[src/rtl/counter_scheduler_pkg.sv]
// Shared types and helpers for counter_scheduler.
// Build option COUNTER_SCHEDULER_TRACE_EN is consumed by the top module only.
package counter_scheduler_pkg;

    typedef enum logic [1:0] {
        IDLE,
        RUN,
        DONE
    } sched_state_e;

    // Round-robin successor of a requester index, wrapping at n.
    function automatic int unsigned rr_next(input int unsigned idx, input int unsigned n);
        return (idx + 1) % n;
    endfunction

endpackage

[src/rtl/rr_arbiter.sv]
// Combinational round-robin pick: first asserted req at or after rr_ptr, with wrap.
module rr_arbiter
    import counter_scheduler_pkg::*;
#(
    parameter int unsigned NUM_REQ = 4,
    parameter int unsigned IDX_W   = (NUM_REQ > 1) ? $clog2(NUM_REQ) : 1
) (
    input  logic [NUM_REQ-1:0] req,
    input  logic [IDX_W-1:0]   rr_ptr,
    output logic [NUM_REQ-1:0] gnt,
    output logic [IDX_W-1:0]   index
);

    logic              found;
    int unsigned       cand;
    logic [IDX_W-1:0]  cidx;

    always_comb begin
        gnt   = '0;
        index = '0;
        found = 1'b0;
        cand  = 0;
        cidx  = '0;
        for (int unsigned i = 0; i < NUM_REQ; i++) begin
            cand = (32'(rr_ptr) + i) % NUM_REQ;
            cidx = IDX_W'(cand);
            if (!found && req[cidx]) begin
                found      = 1'b1;
                gnt[cidx]  = 1'b1;
                index      = cidx;
            end
        end
    end

endmodule

[src/rtl/counter_scheduler.sv]
// Round-robin scheduler sharing one stop-value counter among NUM_REQ requesters.
// Define COUNTER_SCHEDULER_TRACE_EN to print grant/done/abort trace messages.
module counter_scheduler
    import counter_scheduler_pkg::*;
#(
    parameter int unsigned NUM_REQ    = 4,
    parameter int unsigned STOP_WIDTH = 4
) (
    input  logic                          clk,
    input  logic                          reset_l,
    input  logic [NUM_REQ-1:0]            req,
    input  logic [NUM_REQ*STOP_WIDTH-1:0] req_stop,
    output logic [NUM_REQ-1:0]            grant,
    output logic [NUM_REQ-1:0]            done,
    output logic                          busy,
    output logic [STOP_WIDTH-1:0]         cur_count
);

    localparam int unsigned IDX_W = (NUM_REQ > 1) ? $clog2(NUM_REQ) : 1;

    sched_state_e            state;
    logic [NUM_REQ-1:0]      arb_gnt;
    logic [IDX_W-1:0]        arb_idx;
    logic [IDX_W-1:0]        rr_ptr;
    logic [IDX_W-1:0]        owner;
    logic [IDX_W-1:0]        next_ptr;
    logic [STOP_WIDTH-1:0]   ctr;
    logic [STOP_WIDTH-1:0]   stop_q;
    logic [STOP_WIDTH-1:0]   win_stop;
    logic                    owner_req;

    rr_arbiter #(
        .NUM_REQ (NUM_REQ),
        .IDX_W   (IDX_W)
    ) u_arb (
        .req    (req),
        .rr_ptr (rr_ptr),
        .gnt    (arb_gnt),
        .index  (arb_idx)
    );

    always_comb begin
        win_stop = '0;
        for (int unsigned i = 0; i < NUM_REQ; i++) begin
            if (IDX_W'(i) == arb_idx) begin
                win_stop = req_stop[i*STOP_WIDTH +: STOP_WIDTH];
            end
        end
    end

    assign owner_req = req[owner];
    assign next_ptr  = IDX_W'(rr_next(32'(owner), NUM_REQ));
    assign cur_count = ctr;

    always_ff @(posedge clk or negedge reset_l) begin
        if (!reset_l) begin
            state  <= IDLE;
            grant  <= '0;
            done   <= '0;
            busy   <= 1'b0;
            ctr    <= '0;
            stop_q <= '0;
            rr_ptr <= '0;
            owner  <= '0;
        end else begin
            case (state)
                IDLE: begin
                    done <= '0;
                    if (|req) begin
                        grant  <= arb_gnt;
                        owner  <= arb_idx;
                        stop_q <= win_stop;
                        ctr    <= '0;
                        busy   <= 1'b1;
                        state  <= RUN;
`ifdef COUNTER_SCHEDULER_TRACE_EN
                        $display("counter_scheduler: grant %0d stop %0d", arb_idx, win_stop);
`endif
                    end
                end
                RUN: begin
                    // Abort takes priority over completion: a dropped request never sees done.
                    if (!owner_req) begin
                        grant  <= '0;
                        busy   <= 1'b0;
                        rr_ptr <= next_ptr;
                        state  <= IDLE;
`ifdef COUNTER_SCHEDULER_TRACE_EN
                        $display("counter_scheduler: abort %0d", owner);
`endif
                    end else if (ctr == stop_q) begin
                        done   <= grant;
                        grant  <= '0;
                        rr_ptr <= next_ptr;
                        state  <= DONE;
`ifdef COUNTER_SCHEDULER_TRACE_EN
                        $display("counter_scheduler: done %0d", owner);
`endif
                    end else begin
                        ctr <= ctr + 1'b1;
                    end
                end
                DONE: begin
                    done  <= '0;
                    busy  <= 1'b0;
                    state <= IDLE;
                end
                default: begin
                    grant <= '0;
                    done  <= '0;
                    busy  <= 1'b0;
                    state <= IDLE;
                end
            endcase
        end
    end

    a_grant_onehot0: assert property (@(posedge clk) disable iff (!reset_l) $onehot0(grant));
    a_done_onehot0:  assert property (@(posedge clk) disable iff (!reset_l) $onehot0(done));

endmodule

[config.mk]
export PLATFORM = sky130hd
export DESIGN_NAME = counter_scheduler
export DESIGN_NICKNAME = d
export VERILOG_FILES = /design/src/rtl/counter_scheduler_pkg.sv /design/src/rtl/rr_arbiter.sv /design/src/rtl/counter_scheduler.sv
export SDC_FILE = /design/constraint.sdc
export NUM_CORES = 1
export LEC_CHECK = 0
export CORE_MARGIN = 2
export CORE_UTILIZATION = 40
export DETAILED_ROUTE_END_ITERATION = 12
export PLACE_DENSITY = 0.66
export SKIP_CTS_REPAIR_TIMING = 1
export SKIP_LAST_GASP = 1
export SYNTH_ARGS = -nofsm -noshare
export SYNTH_HDL_FRONTEND = slang
export SYNTH_SLANG_ARGS = --single-unit
[constraint.sdc]
create_clock -name clk -period 2.9 [get_ports clk]
set_input_delay 0.58 -clock clk [delete_from_list [all_inputs] [get_ports clk]]
set_output_delay 0.58 -clock clk [all_outputs]
set_load 0.02 [all_outputs]
==> flow_summary.toml, run 1 <==
[outcome]
status = "completed"

[synth]
synth_warnings = 0
synth-simple-area-share = 0.187
postSynthCellCount = 205
synth_edf_count = 0
synthFlopType = "dfrtp_1"
synth_async_sr_flop_share = 1.00
yosysTopAreaCell = "dfrtp_1"
synth_top_family_by_area = "compound AO/OA/AOI/OAI gates"
synth_top_area_share = 0.306
ys_seq_area_frac = 0.306
synth_nets = 235
synth_area_mm2 = 0.00188
avgSynthCellArea_um2 = 9.16
synth_compound_gate_area_share = 0.225
synth_xor_area_frac = 0.0326
synth-adder-area-share = 0.0533
synthDistinctLibCells = 42
synth_seq_cells = 23
synthMuxAreaShare = 0.131
ys_top_cells_by_area = "dfrtp_1, ha_1, mux2i_1"

[critical_path]
cp-start-kind = "flop"
r2r-start = "rr_ptr[0]"
max_stage_delay_ns = 0.54
cp_max_fo = 12
worstSetupPathType = "flop to flop"
worstPathArrival_ns = 2.80
cp_slowest_cell = "a2111oi_1"
crit_chain = "clkinv_2, ha_1, buf_4, o21ai_0, a221oi_1, o21ai_0, a2111oi_1, a211oi_1"
critPathBufInv = 2
endpoint_kind = "flop"
cpLargestDelayFamily = "compound AO/OA/AOI/OAI gates"
path_common_cell = "o21ai_0"
required_ns = 3.02
setup.worst_path.start = "rr_ptr[0]"

[placement]
dp_hpwl_um = 3340
placed_cells = 296
port_buffers = 34
placed_area_mm2 = 0.00234
finalWeightedCongestion = 0.805

[timing]
rsz0062_at_grt = "true"
slew_headroom = 0.546
fin_crit_sh = 0.924
setup_viol = 0
fmax_mhz = 373
whs_ns = 0.499
tns_ns = 0
worst_pin_slew_ns = 0.674
finalHoldViolations = 0
fin_crit_ns = 2.68
finClkSkew_ns = 0.00193
slew_viol_final = 0

[route]
drc_errors = 0
routed_wl_um = 4270
drt-vias-per-instance = 5.58
vias = 1675
ant_nets = 0
drtIter0Drc = 78
wl_per_cell_um = 14.2
dr.pass1.iters = 4

[floorplan]
die_w_um = 72.5
core_area_mm2 = 0.00444
die_y_um = 72.5
initial_core_util = 0.423
pin_count = 35
fp-row-count = 24
dieArea_mm2 = 0.00526

[finish]
syn_to_final_growth_pct = 27.0
diodes = 0
postLayoutCoreUtil = 0.537
fin_cells = 300
stdcell_area_mm2 = 0.00238
final_nets = 279
final_layout_size_suffix_gt1_frac = 0.149

[pwr]
p_leak_nw = 1.09
p_int_w = 0.00127
ir_drop_uv = 530
switching_power_w = 0.00106
power_density_mw_per_mm2 = 975
netSwitchingFraction = 0.455
pwr-share-seq = 0.225
clkPwrFrac = 0.084
pwr-share-comb = 0.691

[global_routing]
grt_pass1_vias = 1549
antenna_found_initial = 0
grt_pass1_wl_um = 7460
grt_max_degree = 25
grt.overflow.total = 0
grtUsageTotal = 0.175

[clocking]
clkLatencyLatePin_ns = 0.26
cts_max_level = 1
cts_tree = "built"
clk_pin_slew_ns = 0.08
clock_sinks = 23
cts_made_buffers = 3
cts_root_buf = "clkbuf_8"
cts_max_path_buffers = 2

[flow_run]
drv_cap = 0

[worst_hold_path]
hold_class = "flop to flop"
hp-start = "state[1]"
## sequential cells by signal, indices dropped and copies added (netlist names)
register and count:
busy 1, cur_count 4, done 4, grant 4
owner 2, rr_ptr 2, state 2, stop_q 4
## logic make-up after synthesis
group	count (synthesis)
mux	19
compound gates	60
simple gates	67
flops	23
fa+ha+maj	8
xor+xnor	7
buf+inv	21
## power by group through the flow
stage	Clock, W	Sequential [W]	Combinational [W]
2_1_floorplan	0	0.000563	0.00113
3_3_place_gp	0	0.000527	0.00157
3_5_place_dp	0	0.000526	0.00159
4_1_cts	0.000198	0.000522	0.00160
5_1_grt	0.000216	0.000537	0.00180
6_report	0.000194	0.000523	0.00161
## cells in the mapped netlist, types with 2 or more instances
| master | number |
|---|---|
| mux4_2 | 4 |
| a221oi_1 | 5 |
| inv_1 | 5 |
| mux2i_1 | 10 |
| nor3_1 | 3 |
| nor2_1 | 17 |
| clkbuf_1 | 5 |
| a21oi_1 | 7 |
| a2111oi_0 | 3 |
| o21ai_0 | 20 |
| nand2b_1 | 3 |
| o211a_1 | 5 |
| nand2_1 | 16 |
| xor2_1 | 5 |
| mux2_2 | 5 |
| or3b_1 | 4 |
| o21ai_1 | 3 |
| or3_1 | 2 |
| a22oi_1 | 4 |
| nor4_1 | 2 |
| xnor2_1 | 2 |
| buf_4 | 3 |
| ha_1 | 8 |
| a211oi_1 | 4 |
| and2b_1 | 4 |
| a221o_1 | 4 |
| buf_1 | 2 |
| dfrtp_1 | 23 |
| nand3_1 | 7 |
| and3_1 | 5 |
| buf_6 | 4 |
## path summary, 6_finish.rpt
| check | end | slack, ns | depth (start not counted) |
|---|---|---|---|
| worst max-delay path | stop_q[1] | 0.22 | 8 |
| worst min-delay path | busy | 0.50 | 1 |
| worst max register to register | stop_q[1] | 0.22 | 8 |
| worst min register to register | busy | 0.50 | 1 |
| max in group asynchronous | cur_count[2] | 2.01 | 2 |
| min in group asynchronous | done[2] | 0.66 | 2 |
## routing by layer
metal  GRT usage  vias to the layer above  part of all wire  routed length (um)
met5           0                        -                 0                   0
met1       0.268                      786              0.51                2200
met4      0.0494                        0             0.010                  44
li1            -                      849                 -                   -
met2       0.265                       35              0.45                1910
met3      0.0153                        5             0.027                 115
## cell type report
class | count | area (um^2)
Clock buffer | 4 | 45.0
Fill cell | 429 | 2060
Inverter | 6 | 23.8
Multi-Input combinational cell | 161 | 1180
Sequential cell | 23 | 576
Tap cell | 52 | 65.1
Timing Repair Buffer | 54 | 490
## cells in the final DEF, fill, tap and decap left out, types with 5 or more instances in the layout
cell and instances:
and3_1 5, ha_1 8, dfrtp_1 23, buf_4 20
nand2_1 16, a21oi_1 7, o211a_1 5, nand3_1 7
o21ai_0 20, mux2_2 5, mux2i_1 10, a221oi_1 5
inv_1 5, xor2_1 5, nor2_1 17, clkdlybuf4s50_1 34
## stage by stage
step                      setup WS [ns]  power (W)
after floorplan                  0.0486    0.00169
after CTS                         0.172    0.00232
after global routing            -0.0392    0.00255
after detailed placement         -0.102    0.00212
final                             0.220    0.00233
after global placement           -0.112    0.00210
No activity file was read; power rests on OpenSTA's default activity.
==> inputs of run 2 (changes only) <==
- CTS_CLUSTER_DIAMETER: not set -> 200
- SETUP_SLACK_MARGIN: not set -> 0.02
- SLEW_MARGIN: not set -> 20
==> flow_summary.toml, run 2 (synthesis results as in run 1) <==
[finish]
final_nets = 279
syn_to_final_growth_pct = 27.5
diodes = 0
final_common_cell = "clkdlybuf4s50_1"
final_layout_size_suffix_gt1_frac = 0.157
postLayoutCoreUtil = 0.539
mostFrequentLayoutCells = "clkdlybuf4s50_1, dfrtp_1, buf_4, o21ai_0, nor2_1"

[global_routing]
antenna_found_initial = 0
grtUsageTotal = 0.175
grt_max_degree = 25
grt.overflow.total = 0
grt_pass1_wl_um = 7460
grt_pass1_vias = 1549

[placement]
finalWeightedCongestion = 0.805
dp_hpwl_um = 3340
port_buffers = 34

[critical_path]
r2r-start = "rr_ptr[0]"
worstPathArrival_ns = 2.75
worstSetupPathType = "input pin to flop"
endpoint_kind = "flop"
required_ns = 3.02
r2r_cells = 7
reg2reg_to = "stop_q[2]"
cp-start-kind = "input pin"
cp_max_fo = 10
ff2ff_setup_slack_ns = 0.27

[clocking]
cts_tree = "built"
cts_max_level = 1
clkLatencyLatePin_ns = 0.26
clock_sinks = 23
clk_pin_slew_ns = 0.08
cts_root_buf = "clkbuf_8"
cts_max_path_buffers = 2
cts_made_buffers = 3

[timing]
fmax_mhz = 381
setup_viol = 0
rsz0062_at_grt = "false"
finalHoldViolations = 0
fin_crit_sh = 0.905
fin_crit_ns = 2.63
whs_ns = 0.499
slew_viol_final = 0
finClkSkew_ns = 0.00169
worst_pin_slew_ns = 0.520
slew_headroom = 0.651

[pwr]
power_density_mw_per_mm2 = 978
netSwitchingFraction = 0.457
ir_drop_uv = 534
pwr-share-seq = 0.223
pwr-share-comb = 0.694
p_int_w = 0.00127
switching_power_w = 0.00107
clkPwrFrac = 0.083
p_leak_nw = 1.09

[route]
drtIter0Drc = 85
vias = 1670
drc_errors = 0
routed_wl_um = 4270
drt-vias-per-instance = 5.57
ant_nets = 0
wl_per_cell_um = 14.2
dr.pass1.iters = 4

[flow_run]
drv_cap = 0

[floorplan]
die_y_um = 72.5
initial_core_util = 0.423
fp-row-count = 24
core_area_mm2 = 0.00444
dieArea_mm2 = 0.00526
die_w_um = 72.5
pin_count = 35

[worst_hold_path]
hp-start = "state[1]"
whs_endpoint = "busy"
hold_class = "flop to flop"
hold_depth = 1

[outcome]
status = "completed"
run 2: how the worst max path moves through the flow:
stage,slack (ns),cells past startpoint,endpoint,from
floorplan,0.05,11,stop_q[0],rr_ptr[0]
global placement,-0.11,8,stop_q[0],req[3]
detailed placement,-0.10,8,stop_q[1],req[3]
CTS,0.17,8,stop_q[1],req[3]
global route,0.05,8,stop_q[2],rr_ptr[0]
finish,0.27,6,stop_q[2],req[2]
run 2: per-layer routing:
metal	part of all wire	track usage
met5	0	0
met4	0.010	0.0494
met3	0.030	0.0153
met2	0.45	0.265
met1	0.51	0.268
run 2: layout make-up:
cell class                 instances  area [um^2]
fill                             429         2050
inverter                           6         23.8
clock buffer                       4         45.0
sequential                        23          576
tap                               52         65.1
multi-input combinational        161         1190
timing repair buffer              54          490
run 2: power groups by stage:
stage / clock, W / combinational, W / sequential (W)
2_1_floorplan: 0 / 0.00113 / 0.000563
3_3_place_gp: 0 / 0.00157 / 0.000527
3_5_place_dp: 0 / 0.00159 / 0.000526
4_1_cts: 0.000198 / 0.00160 / 0.000522
5_1_grt: 0.000216 / 0.00182 / 0.000537
6_report: 0.000194 / 0.00163 / 0.000522
run 2: critical path, cell delays in order:
cell and delay [ns]:
clkdlybuf4s50_1 0.46, mux4_2 0.55, nor2b_4 0.29, o21ai_1 0.21, a2111oi_1 0.56, a211oi_1 0.10
run 2: metrics by stage:
step / setup WS (ns) / TNS (ns) / instance area, um^2 / std cells / total power (W)
after global placement: -0.112 / -0.164 / 2340 / 296 / 0.00210
after CTS: 0.172 / 0 / 2380 / 300 / 0.00232
final: 0.275 / 0 / 2390 / 300 / 0.00234
after floorplan: 0.0486 / 0 / 1880 / 205 / 0.00169
after detailed placement: -0.102 / -0.166 / 2340 / 296 / 0.00212
after global routing: 0.0530 / 0 / 2390 / 300 / 0.00257
==> inputs of run 3 (changes only) <==
- PLACE_DENSITY: 0.66 -> not set
- clock period: 2.9 -> 3.2 ns (I/O delays scaled with it)
==> flow_summary.toml, run 3 (synthesis results as in run 1) <==
[timing]
rsz0062_at_grt = "false"
setup_viol = 0
finalHoldViolations = 0
fin_crit_ns = 3.02
slew_viol_final = 0
finClkSkew_ns = 0.00294
worst_pin_slew_ns = 0.696
slew_headroom = 0.524
fmax_mhz = 331
fin_crit_sh = 0.944

[clocking]
cts_max_path_buffers = 2
cts_made_buffers = 3
cts_max_level = 1
clk_pin_slew_ns = 0.09
clock_sinks = 23
cts_tree = "built"
clkLatencyLatePin_ns = 0.26
cts_root_buf = "clkbuf_8"

[global_routing]
grtUsageMet3 = 0.0125
antenna_found_initial = 0
grtUsageTotal = 0.171
busiest_layer = "met1"
grt_use_met1 = 0.261
use_met2 = 0.254
grt_max_degree = 34
grt_pass1_wl_um = 7240
grt.overflow.total = 0
grt_pass1_vias = 1506

[pwr]
clkPwrFrac = 0.092
p_leak_nw = 1.05
p_total_w = 0.00202
pwr-share-comb = 0.674
ir_drop_uv = 328
p_int_w = 0.00107
pwr-share-seq = 0.234
power_density_mw_per_mm2 = 869
netSwitchingFraction = 0.472
switching_power_w = 0.000955

[route]
routed_wl_um = 4400
drt-vias-per-instance = 5.67
ant_nets = 0
drtIter0Drc = 98
vias = 1660
dr.pass1.iters = 4
wl_per_cell_um = 15.0
drc_errors = 0

[finish]
mostFrequentLayoutCells = "clkdlybuf4s50_1, dfrtp_1, o21ai_0, nor2_1, nand2_1"
postLayoutCoreUtil = 0.524
final_layout_size_suffix_gt1_frac = 0.124
syn_to_final_growth_pct = 24.0
diodes = 0
final_nets = 272
final_common_cell = "clkdlybuf4s50_1"

[floorplan]
die_y_um = 72.5
dieArea_mm2 = 0.00526
pin_count = 35
initial_core_util = 0.423
die_w_um = 72.5
fp-row-count = 24
core_area_mm2 = 0.00444

[flow_run]
drv_cap = 0

[outcome]
status = "completed"

[worst_hold_path]
hold_class = "flop to flop"

[critical_path]
endpoint_kind = "flop"
required_ns = 3.31
worstSetupPathType = "input pin to flop"
cp_max_fo = 14
cp-start-kind = "input pin"
worstPathArrival_ns = 3.13

[placement]
dp_hpwl_um = 3290
finalWeightedCongestion = 0.820
port_buffers = 34
==> run 3: cell types whose count changed in the layout (fill, tap and decap cells not counted) <==
cell       delta
a2111oi_0     +3
a2111oi_1     -1
a2111oi_2     -2
buf_4         -7
clkbuf_1      -1
clkinv_1      +1
o21ai_0       +1
o21ai_1       -1
==> run 3: cell type report <==
| cell class | count | area [um^2] |
|---|---|---|
| clock buffers | 3 | 41.3 |
| multi-input cells | 161 | 1180 |
| clock inverters | 1 | 5.00 |
| fillers | 425 | 2120 |
| inverters | 6 | 22.5 |
| flip-flops and latches | 23 | 576 |
| well taps | 52 | 65.1 |
| repair buffers | 47 | 438 |
==> run 3: metrics by stage <==
| step | setup TNS, ns | worst slack [ns] | cells | area [um^2] | hold slack (ns) |
|---|---|---|---|---|---|
| global placement | -0.0542 | -0.0542 | 289 | 2280 | 0.489 |
| finish | 0 | 0.180 | 293 | 2330 | 0.501 |
| floorplan | 0 | 0.210 | 205 | 1880 | 0.344 |
| CTS | 0 | 0.209 | 293 | 2330 | 0.506 |
| detailed placement | -0.0672 | -0.0672 | 289 | 2280 | 0.491 |
| global route | 0 | 0.0423 | 293 | 2330 | 0.518 |
==> run 3: final timing paths <==
path	from	end	slack [ns]	cells after the start
worst max-delay path	req[1]	stop_q[1]	0.18	6
worst min-delay path	state[1]	busy	0.50	1
worst max register to register	rr_ptr[1]	stop_q[1]	0.27	7
worst min register to register	state[1]	busy	0.50	1
max in group asynchronous	reset_l	stop_q[3]	2.24	2
min in group asynchronous	reset_l	done[0]	0.73	2
==> run 3: power by group through the flow <==
| stage | clock network, W | registers, W | logic, W |
|---|---|---|---|
| 2_1_floorplan | 0 | 0.000511 | 0.00102 |
| 3_5_place_dp | 0 | 0.000479 | 0.00136 |
| 5_1_grt | 0.000202 | 0.000486 | 0.00151 |
| 3_3_place_gp | 0 | 0.000476 | 0.00135 |
| 4_1_cts | 0.000189 | 0.000474 | 0.00136 |
| 6_report | 0.000187 | 0.000474 | 0.00136 |
==> run 3: worst max-delay path: stages <==
cell             delay (ns)
clkdlybuf4s50_1        0.52
mux4_2                 0.60
nor2b_4                0.37
o21ai_1                0.20
a2111oi_0              0.70
a211oi_1               0.11
==> run 3: routing by layer <==
layer  vias to the layer above  routed length (um)  share of wire
met5                         -                   0              0
met4                         0                  56          0.013
met3                         4                 156          0.035
met2                        43                1930           0.44
met1                       775                2260           0.51
li1                        838                   -              -
